===== src/rtl/core_pipe_pkg.sv =====
// rtl/core_pipe_pkg.sv - shared encodings for the core pipeline run/halt sequencer
//
// Contents:
//   FSM_HALT/FSM_RUN/FSM_STEP/FSM_DRAIN   sequencer FSM encodings (2 bits)
//   STATE_HALT/STATE_EXECUTE              1-bit architectural run state, shared with the PC
//   fsm_executes()                        1 when an FSM encoding lets the pipe execute
package core_pipe_pkg;

    localparam logic [1:0] FSM_HALT  = 2'd0;
    localparam logic [1:0] FSM_RUN   = 2'd1;
    localparam logic [1:0] FSM_STEP  = 2'd2;
    localparam logic [1:0] FSM_DRAIN = 2'd3;

    localparam logic STATE_HALT    = 1'b0;
    localparam logic STATE_EXECUTE = 1'b1;

    function automatic logic fsm_executes(input logic [1:0] fsm);
        return (fsm == FSM_RUN) || (fsm == FSM_STEP);
    endfunction

endpackage


===== src/rtl/perf_counter64.sv =====
// rtl/perf_counter64.sv - enable-gated 64-bit wrapping counter with synchronous clear
//
// Ports:
//   clk         clock
//   clear       synchronous clear, highest priority
//   en          count enable, +1 per enabled clock, wraps modulo 2^64
//   load        synchronous load of load_value (below clear, above en)
//   load_value  value taken when load is high
//   count       current count
module perf_counter64 (
    input  logic        clk,
    input  logic        clear,
    input  logic        en,
    input  logic        load,
    input  logic [63:0] load_value,
    output logic [63:0] count
);

    // A single 64-bit add keeps the carry from the low word into the high
    // word in the same clock, so the count never shows a torn value.
    always_ff @(posedge clk) begin
        if (clear) begin
            count <= '0;
        end else if (load) begin
            count <= load_value;
        end else if (en) begin
            count <= count + 64'd1;
        end
    end

endmodule


===== src/rtl/pipe_controller.sv =====
// rtl/pipe_controller.sv - run/halt/single-step sequencer and cycle/instret counters for the core pipe
//
// Parameters:
//   RESET_RUN       1 = leave reset in RUN, 0 = leave reset in HALT
//   HALT_ON_EBREAK  1 = a retiring EBREAK halts the core
//
// Ports:
//   clk, rst                      clock, synchronous active-high reset
//   management_run/halt/step      one-cycle management request pulses
//   fetch_valid                   instruction at the fetch PC is available
//   memory_busy                   data access in flight, pipe must hold
//   pipe1_isEBREAK                execute-stage instruction is EBREAK
//   state                         0 = HALT, 1 = EXECUTE
//   progressPipe                  in-flight work still completing
//   stepPipe                      pipe advances this cycle
//   stallPipe                     bubble: PC and execute PC hold
//   halted                        fully idle, management writes accepted
//   stepDone                      one-cycle pulse after a single step retires
//   cycleCount, instretCount      64-bit executing-cycle and retired-instruction counts
module pipe_controller
    import core_pipe_pkg::*;
#(
    parameter int RESET_RUN      = 0,
    parameter int HALT_ON_EBREAK = 1
) (
    input  logic        clk,
    input  logic        rst,
    input  logic        management_run,
    input  logic        management_halt,
    input  logic        management_step,
    input  logic        fetch_valid,
    input  logic        memory_busy,
    input  logic        pipe1_isEBREAK,
    output logic        state,
    output logic        progressPipe,
    output logic        stepPipe,
    output logic        stallPipe,
    output logic        halted,
    output logic        stepDone,
    output logic [63:0] cycleCount,
    output logic [63:0] instretCount
);

    localparam logic [1:0] FSM_RESET    = (RESET_RUN != 0) ? FSM_RUN : FSM_HALT;
    localparam logic       EBREAK_HALTS = (HALT_ON_EBREAK != 0);

    logic [1:0]  fsm;
    logic [1:0]  fsm_next;
    logic        retire;
    logic        ebreak_hit;
    logic        step_complete;
    logic        step_done_q;

    // Seed path into the cycle counter; tied off in the core so the count
    // only ever moves by clear or increment, but kept as a net so it can be
    // driven when the wrap behaviour needs to be exercised.
    logic        cycle_seed_en;
    logic [63:0] cycle_seed_value;

    assign cycle_seed_en    = 1'b0;
    assign cycle_seed_value = '0;

    // All strobes are decoded from the registered FSM plus the pipe-side
    // inputs only; management requests reach the strobes one clock later.
    assign state        = fsm_executes(fsm) ? STATE_EXECUTE : STATE_HALT;
    assign stepPipe     = state & ~memory_busy;
    assign stallPipe    = stepPipe & ~fetch_valid;
    assign retire       = stepPipe & ~stallPipe;
    assign progressPipe = (fsm == FSM_DRAIN) | memory_busy;
    assign halted       = (fsm == FSM_HALT) & ~memory_busy;
    assign stepDone     = step_done_q;

    assign ebreak_hit   = retire & pipe1_isEBREAK & EBREAK_HALTS;

    // A step only counts as completed when neither a halt nor an EBREAK
    // stop claims the same retire; those take priority and end silently.
    assign step_complete = (fsm == FSM_STEP) & retire & ~management_halt & ~ebreak_hit;

    always_comb begin
        fsm_next = fsm;
        case (fsm)
            FSM_HALT: begin
                // Requests while a memory access is still draining are
                // dropped, not remembered.
                if (halted) begin
                    if (management_run) begin
                        fsm_next = FSM_RUN;
                    end else if (management_step) begin
                        fsm_next = FSM_STEP;
                    end
                end
            end
            FSM_RUN: begin
                if (management_halt || ebreak_hit) begin
                    fsm_next = FSM_DRAIN;
                end
            end
            FSM_STEP: begin
                if (management_halt || retire) begin
                    fsm_next = FSM_DRAIN;
                end
            end
            FSM_DRAIN: begin
                if (!memory_busy) begin
                    fsm_next = FSM_HALT;
                end
            end
            default: fsm_next = FSM_HALT;
        endcase
    end

    always_ff @(posedge clk) begin
        if (rst) begin
            fsm         <= FSM_RESET;
            step_done_q <= 1'b0;
        end else begin
            fsm         <= fsm_next;
            step_done_q <= step_complete;
        end
    end

    perf_counter64 u_cycle_count (
        .clk        (clk),
        .clear      (rst),
        .en         (state),
        .load       (cycle_seed_en),
        .load_value (cycle_seed_value),
        .count      (cycleCount)
    );

    perf_counter64 u_instret_count (
        .clk        (clk),
        .clear      (rst),
        .en         (retire),
        .load       (1'b0),
        .load_value (64'd0),
        .count      (instretCount)
    );

endmodule


===== config.mk =====
export PLATFORM = sky130hd
export DESIGN_NAME = pipe_controller
export DESIGN_NICKNAME = d
export VERILOG_FILES = /design/src/rtl/core_pipe_pkg.sv /design/src/rtl/perf_counter64.sv /design/src/rtl/pipe_controller.sv
export SDC_FILE = /design/constraint.sdc
export NUM_CORES = 1
export LEC_CHECK = 0
export CAP_MARGIN = 20
export CORE_MARGIN = 5
export CORE_UTILIZATION = 46
export DETAILED_ROUTE_END_ITERATION = 7
export PLACE_DENSITY = 0.77
export RECOVER_POWER = 25
export SLEW_MARGIN = 20
export SYNTH_ARGS = -nofsm -noshare
export SYNTH_HDL_FRONTEND = slang
export SYNTH_SLANG_ARGS = --single-unit

===== constraint.sdc =====
create_clock -name clk -period 2.3 [get_ports clk]
set_input_delay 0.575 -clock clk [delete_from_list [all_inputs] [get_ports clk]]
set_output_delay 0.575 -clock clk [all_outputs]
set_load 0.01 [all_outputs]

== Word-level counts from Yosys, hierarchy flattened ==
Cells that the tools add are included.

* Input bits: 8
* Memory bits (writable): 0
* Memories: 0
* Bits in latches: 0
* Output and inout bits: 134
* ROM bits: 0
* Flip-flop bits (word level): 131
* Word-level logic and storage cells: 41

* $lt $le $gt $ge: 0
* Div/mod/pow operators: 0
* Equality and inequality tests: 8
* Multiply operators: 0
* Reduce and logical (&&, ||, !) cells: 5
* Bitwise logic cells: 14
* Multiplexer cells: 8
* Shift-type cells: 0
* Add/subtract/negate cells: 2

{| class="wikitable"
|+ Operators with widths
! kind !! number
|-
| $add 64x1->64 const B || 2
|-
| $mux 2 || 6
|-
| $and 1x1->1 || 8
|-
| $pmux 2 s4 || 1
|-
| $not 1->1 || 5
|-
| $reduce_and 5->1 || 1
|-
| $eq 2x2->1 const B || 2
|-
| $ne 2x1->1 const B || 2
|-
| $ne 2x2->1 const B || 2
|-
| $logic_or 1x1->1 || 3
|-
| $ne 3x3->1 const B || 1
|-
| $eq 2x1->1 const B || 1
|-
| $logic_not 2->1 || 1
|-
| $mux 1 || 1
|-
| $or 1x1->1 || 1
|}

== Depth between registers and ports, before layout ==
* Word-level depth: 11
* Depth in mapped cells: 9
* Gate-level depth less buffers: 7

== Modules after synthesis ==
From an unflattened synthesis, not the netlist that was laid out.

* Cell total of the unflattened synthesis: 1019
* Area total of the unflattened synthesis: 7936.4 um^2

{| class="wikitable"
|+ Modules (own cells, without submodules)
! module !! area each (um^2) !! times used !! cells each !! sequential area each (um^2)
|-
| perf_counter64 (u_cycle_count) || 3893.7 || 1 || 509 || 1281.2
|-
| perf_counter64 (u_instret_count) || 3764.9 || 1 || 480 || 1281.2
|-
| pipe_controller || 277.8 || 1 || 30 || 60.1
|}

== Least setup slack after synthesis ==
No wires, ideal clock.

* Kind: register -> register
* Start point: register fsm[0]
* End point: register u_cycle_count.count[61]
* Cell stages (with the launch flop): 8
* Path buffers: 0
* Arrival time: 2.547 ns
* Library setup time: 0.070 ns
* Clock period less this slack: 2.617 ns
* Path slack: -0.317 ns
* Data required time: 2.230 ns
* Cells stage by stage: dfxtp_1 inv_1 ha_1 nand4_4 nor4_2 or4b_4 or4_1 a21oi_1

* Word-level cells in the longest chain between the ends: 3
* Elaborated cells on any way between the ends: 4
* Classes of those cells: eq/ne (2); mux (1); reduce/logical (1)

{| class="wikitable"
|+ Ends and longest elaborated chain
! what !! RTL line !! RTL
|-
| from (decl) || pipe_controller.sv:47 || <nowiki>logic [1:0] fsm;</nowiki>
|-
| from (signal assigned) || pipe_controller.sv:117 || <nowiki>fsm <= fsm_next;</nowiki>
|-
| $eq 2x1->1 or $eq 2x2->1 (tied branches) || core_pipe_pkg.sv:18 || <nowiki>return (fsm == FSM_RUN) || (fsm == FSM_STEP);</nowiki>
|-
| $logic_or 1x1->1 (*) || core_pipe_pkg.sv:18 ||
|-
| $mux 1 (*) || pipe_controller.sv:65 || <nowiki>assign state = fsm_executes(fsm) ? STATE_EXECUTE : STATE_HALT;</nowiki>
|-
| via state || pipe_controller.sv:34 || <nowiki>output logic state,</nowiki>
|-
| to (signal assigned) || perf_counter64.sv:25 || <nowiki>count <= load_value;</nowiki>
|-
| to (signal assigned) || perf_counter64.sv:27 || <nowiki>count <= count + 64'd1;</nowiki>
|-
| to (decl) || perf_counter64.sv:16 || <nowiki>output logic [63:0] count</nowiki>
|}

The timed path passes the listed nets; every way through them passes the cells marked *.
A chain may end at the register's enable or synchronous reset.

== Final worst setup path ==
* Start point: register u_cycle_count.count[52]
* End point: register u_cycle_count.count[61]

* Word-level cells in the longest chain between the ends: 1

{| class="wikitable"
|+ Ends and longest elaborated chain
! what !! RTL line
|-
| $add 64x1->64 || perf_counter64.sv:27
|}

No other way between the ends.

==> flow_summary.rst <==
.. list-table::
   :header-rows: 1

   * - Metric
     - Value
   * - Net count, final
     - between 1,000 and 1,500
   * - Antenna violations before repair
     - 0
   * - Combined area of the multi-input logic cells
     - around 3600 um^2
   * - Start point of the worst min-delay path
     - u_cycle_count.count[63]
   * - Effective utilization at floorplan
     - 0.465
   * - Standby leakage power
     - approximately 3.3 nW
   * - Cells after DPL
     - approximately 1,200
   * - Post-layout min period
     - 2.28 ns
   * - Final Power
     - about 5.7 mW
   * - Placer congestion estimate
     - 0.888
   * - Routed WL per cell
     - 15.5 um
   * - Core Footprint
     - between 10,000 and 15,000 um^2
   * - Net switching power
     - 1.38 mW
   * - Required arrival time at the worst endpoint
     - between 2 and 3 ns
   * - Maximum fanout count along the critical path
     - 2
   * - Type of element capturing the critical path
     - register
   * - Hold worst-path end
     - u_cycle_count.count[63]
   * - TritonCTS clock tree
     - built
   * - Wire length of the first global-routing pass
     - roughly 30,000 um
   * - Critical register-to-register path startpoint
     - u_cycle_count.count[52]
   * - RSZ-0062 raised after global routing
     - yes
   * - Most frequent cells in the layout
     - sky130_fd_sc_hd__clkdlybuf4s50_1 (133), sky130_fd_sc_hd__dfxtp_1 (120), sky130_fd_sc_hd__buf_4 (108)
   * - Port Buf Inserts
     - between 100 and 150
   * - Maximum clock path buffer count
     - 2
   * - Mapped cell area
     - 6380 um^2
   * - Proportion of total power due to net switching
     - 0.242
   * - Seq cells post-synth
     - between 100 and 150
   * - Internal power summed over all cells
     - about 4.3 mW
   * - Startpoint type of the worst setup path
     - register
   * - Number of buffers added by the clock tree synthesis step
     - 17
   * - # setup viols final
     - 0
   * - Reported max-cap violation count
     - 0
   * - H-Tree Level Count
     - 4
   * - Portion of the post-synthesis area used by sequential elements
     - 0.411
   * - Source-to-sink clock delay at the later pin of the worst-skew pair
     - roughly 0.42 ns
   * - Hold Path Class
     - reg -> reg
   * - Share of flip-flops with an asynchronous set or reset after synthesis
     - 0
   * - Detailed Routing Iterations Pass 1
     - 6
   * - Critical path arrival
     - between 2 and 3 ns
   * - Crit Reg-Reg Endpoint
     - u_cycle_count.count[61]
   * - EDFF count, synth
     - 0
   * - Pin count of the biggest net entering global routing
     - 57
   * - Clock transition at the registers of the reported paths
     - roughly 0.050 ns
   * - Clock group share of total power
     - 0.452
   * - Sequential cell fraction of total power
     - 0.411
   * - Most common flop cell mapped by yosys
     - sky130_fd_sc_hd__dfxtp_1
   * - All-Layer GR Usage
     - 0.228
   * - WHS Path Cells
     - 2
   * - Cell area power density
     - about 600 nW/um^2
   * - Starting DRC count in detailed routing
     - slightly above 600
   * - WL final
     - 18,800 um
   * - Via count of the first global-routing pass
     - between 6,000 and 7,000
   * - Logic gate share of total power
     - 0.137
   * - Vertical die dimension
     - roughly 130 um
   * - Per-cell via count in the routed design
     - 5.59
   * - Filler cell count
     - about 1,100
   * - Startpoint-to-endpoint class of the critical path
     - reg -> reg
   * - Syn_nets
     - a little under 800
   * - Number of primary I/O pins
     - about 140
   * - Number of DRC violations after detailed routing
     - 0
   * - Antenna Cells
     - 0
   * - Distinct cells, synth
     - 43
   * - Hold violation total from the final report
     - 0
   * - Post-route ant nets
     - 0
   * - HPWL after detailed placement
     - approximately 14,000 um
   * - Count of non-filler cells in the finished layout
     - approximately 1,200
   * - Period utilisation layout
     - 0.993
   * - R2r worst-path depth
     - 5
   * - Peak supply drop
     - 0.436 mV
   * - Worst reg2reg setup slack
     - about 0.016 ns
   * - Total congestion overflow
     - 0
   * - Total count of max-transition violations in the final report
     - 0
   * - Slew margin rel.
     - 0.622
   * - Width of the chip
     - 128 um
   * - Post-Route Skew
     - just under 0.007 ns
   * - Number of placement rows
     - between 40 and 50
   * - Clk sink count
     - approximately 130
   * - Synthesis Warnings
     - 0
   * - Area growth syn-to-layout
     - 47.4%
   * - Share of layout cells above drive strength 1
     - 0.168
   * - Maximum operating frequency
     - roughly 440 MHz
   * - Total via count in the routed design
     - roughly 6,800
   * - Syn_area_per_cell
     - 8.28 um^2
   * - Run status
     - finished clean
   * - Clock Tree Root
     - sky130_fd_sc_hd__clkbuf_16
   * - Gate count of the mapped netlist
     - 770
   * - Leading cell type in the layout, fill and taps excluded
     - sky130_fd_sc_hd__clkdlybuf4s50_1
   * - Total die area
     - ~16,000 um^2
   * - Actual transition at the worst max-transition pin
     - between 0.5 and 0.6 ns
   * - Register area
     - approximately 2600 um^2
[sequential cells by signal, indices dropped and copies added, names as in the netlist]
name	count
fsm	2
stepDone	1
u_cycle_count.count	64
u_instret_count.count	64
[synthesized netlist by cell type (all sizes together) (9+ instances only)]
library cell / count / area [um^2]
a21oi: 48 / 240
nand4: 66 / 440
nor3: 21 / 105
nand3: 51 / 255
o21ai: 38 / 190
or4: 9 / 67.6
xnor2: 30 / 263
nand2: 41 / 154
nor2: 103 / 387
clkbuf: 21 / 88.8
dfxtp: 131 / 2620
or3: 32 / 200
nor4: 29 / 228
and4: 9 / 78.8
xor2: 49 / 429
and3: 19 / 119
inv: 25 / 93.8
[how the worst max path moves through the flow]
stage | from | cells past startpoint | slack (ns) | endpoint
floorplan | fsm[0] | 7 | -0.0001 | u_cycle_count.count[61]
global placement | memory_busy | 7 | -0.36 | u_instret_count.count[58]
detailed placement | memory_busy | 7 | -0.44 | u_instret_count.count[58]
CTS | fsm[0] | 7 | 0.006 | u_cycle_count.count[61]
global route | fsm[0] | 7 | -0.08 | u_cycle_count.count[61]
finish | u_cycle_count.count[52] | 5 | 0.02 | u_cycle_count.count[61]
[power groups by stage]
stage	Combinational (mW)	Clock [mW]	Sequential, mW
final	0.779	2.57	2.34
after global routing	0.857	2.73	2.34
after CTS	0.777	2.61	2.34
after detailed placement	0.801	0	2.38
after global placement	0.786	0	2.38
after floorplan	0.434	0	2.40
[repair_timing]
action	CTS	global route
buffers inserted	0	3
hold buffers	0	0
pin swaps	1	4
endpoints found under the setup margin	7	21
gates resized for setup	9	9
[layer usage]
metal,GRT usage,up-vias,share of wire
li1,-,3286,-
met2,0.368,261,0.47
met3,0.0571,55,0.071
met1,0.298,3161,0.44
met4,0.0799,0,0.022
met5,0,-,0
[logic make-up (layout without fill, tap and decap cells)]
logic type | count (synthesis) | after routing | share of synthesized area
flip-flops | 131 | 131 | 0.411
adder cells (fa/ha/maj) | 7 | 7 | 0.0137
XOR/XNOR | 79 | 79 | 0.108
buffers and inverters | 49 | 308 | 0.0320
AND/OR/NAND/NOR | 402 | 402 | 0.346
multiplexers | 5 | 5 | 0.00824
AO/OA/AOI/OAI | 97 | 97 | 0.0804
[critical path, stage by stage, from the launching register on]
cell                      delay, ns
sky130_fd_sc_hd__dfxtp_2       0.32
sky130_fd_sc_hd__and4_1        0.20
sky130_fd_sc_hd__or4b_4        0.47
sky130_fd_sc_hd__or4b_4        0.55
sky130_fd_sc_hd__or4_1         0.52
sky130_fd_sc_hd__a21oi_1       0.16
[area by class of cell]
class / count / area share
inverters: 25 / 0.00998
well taps: 180 / 0.0240
multi-input cells: 590 / 0.387
repair buffers: 251 / 0.239
clock buffers: 28 / 0.0550
flip-flops and latches: 131 / 0.280
clock inverters: 4 / 0.00479
[through the flow]
step | setup WS (ns) | instance area, um^2 | hold WS (ns) | setup TNS (ns) | util
floorplan | -0.000131 | 6420 | 0.489 | -0.000131 | -
global placement | -0.362 | 8770 | 0.471 | -9.35 | 0.639
detailed placement | -0.442 | 8770 | 0.471 | -11.63 | 0.639
CTS | 0.00562 | 9330 | 0.478 | 0 | 0.680
global route | -0.0843 | 9400 | 0.498 | -0.322 | 0.685
finish | 0.0164 | 9400 | 0.479 | 0 | 0.685
Power figures use the tool's default switching activity.
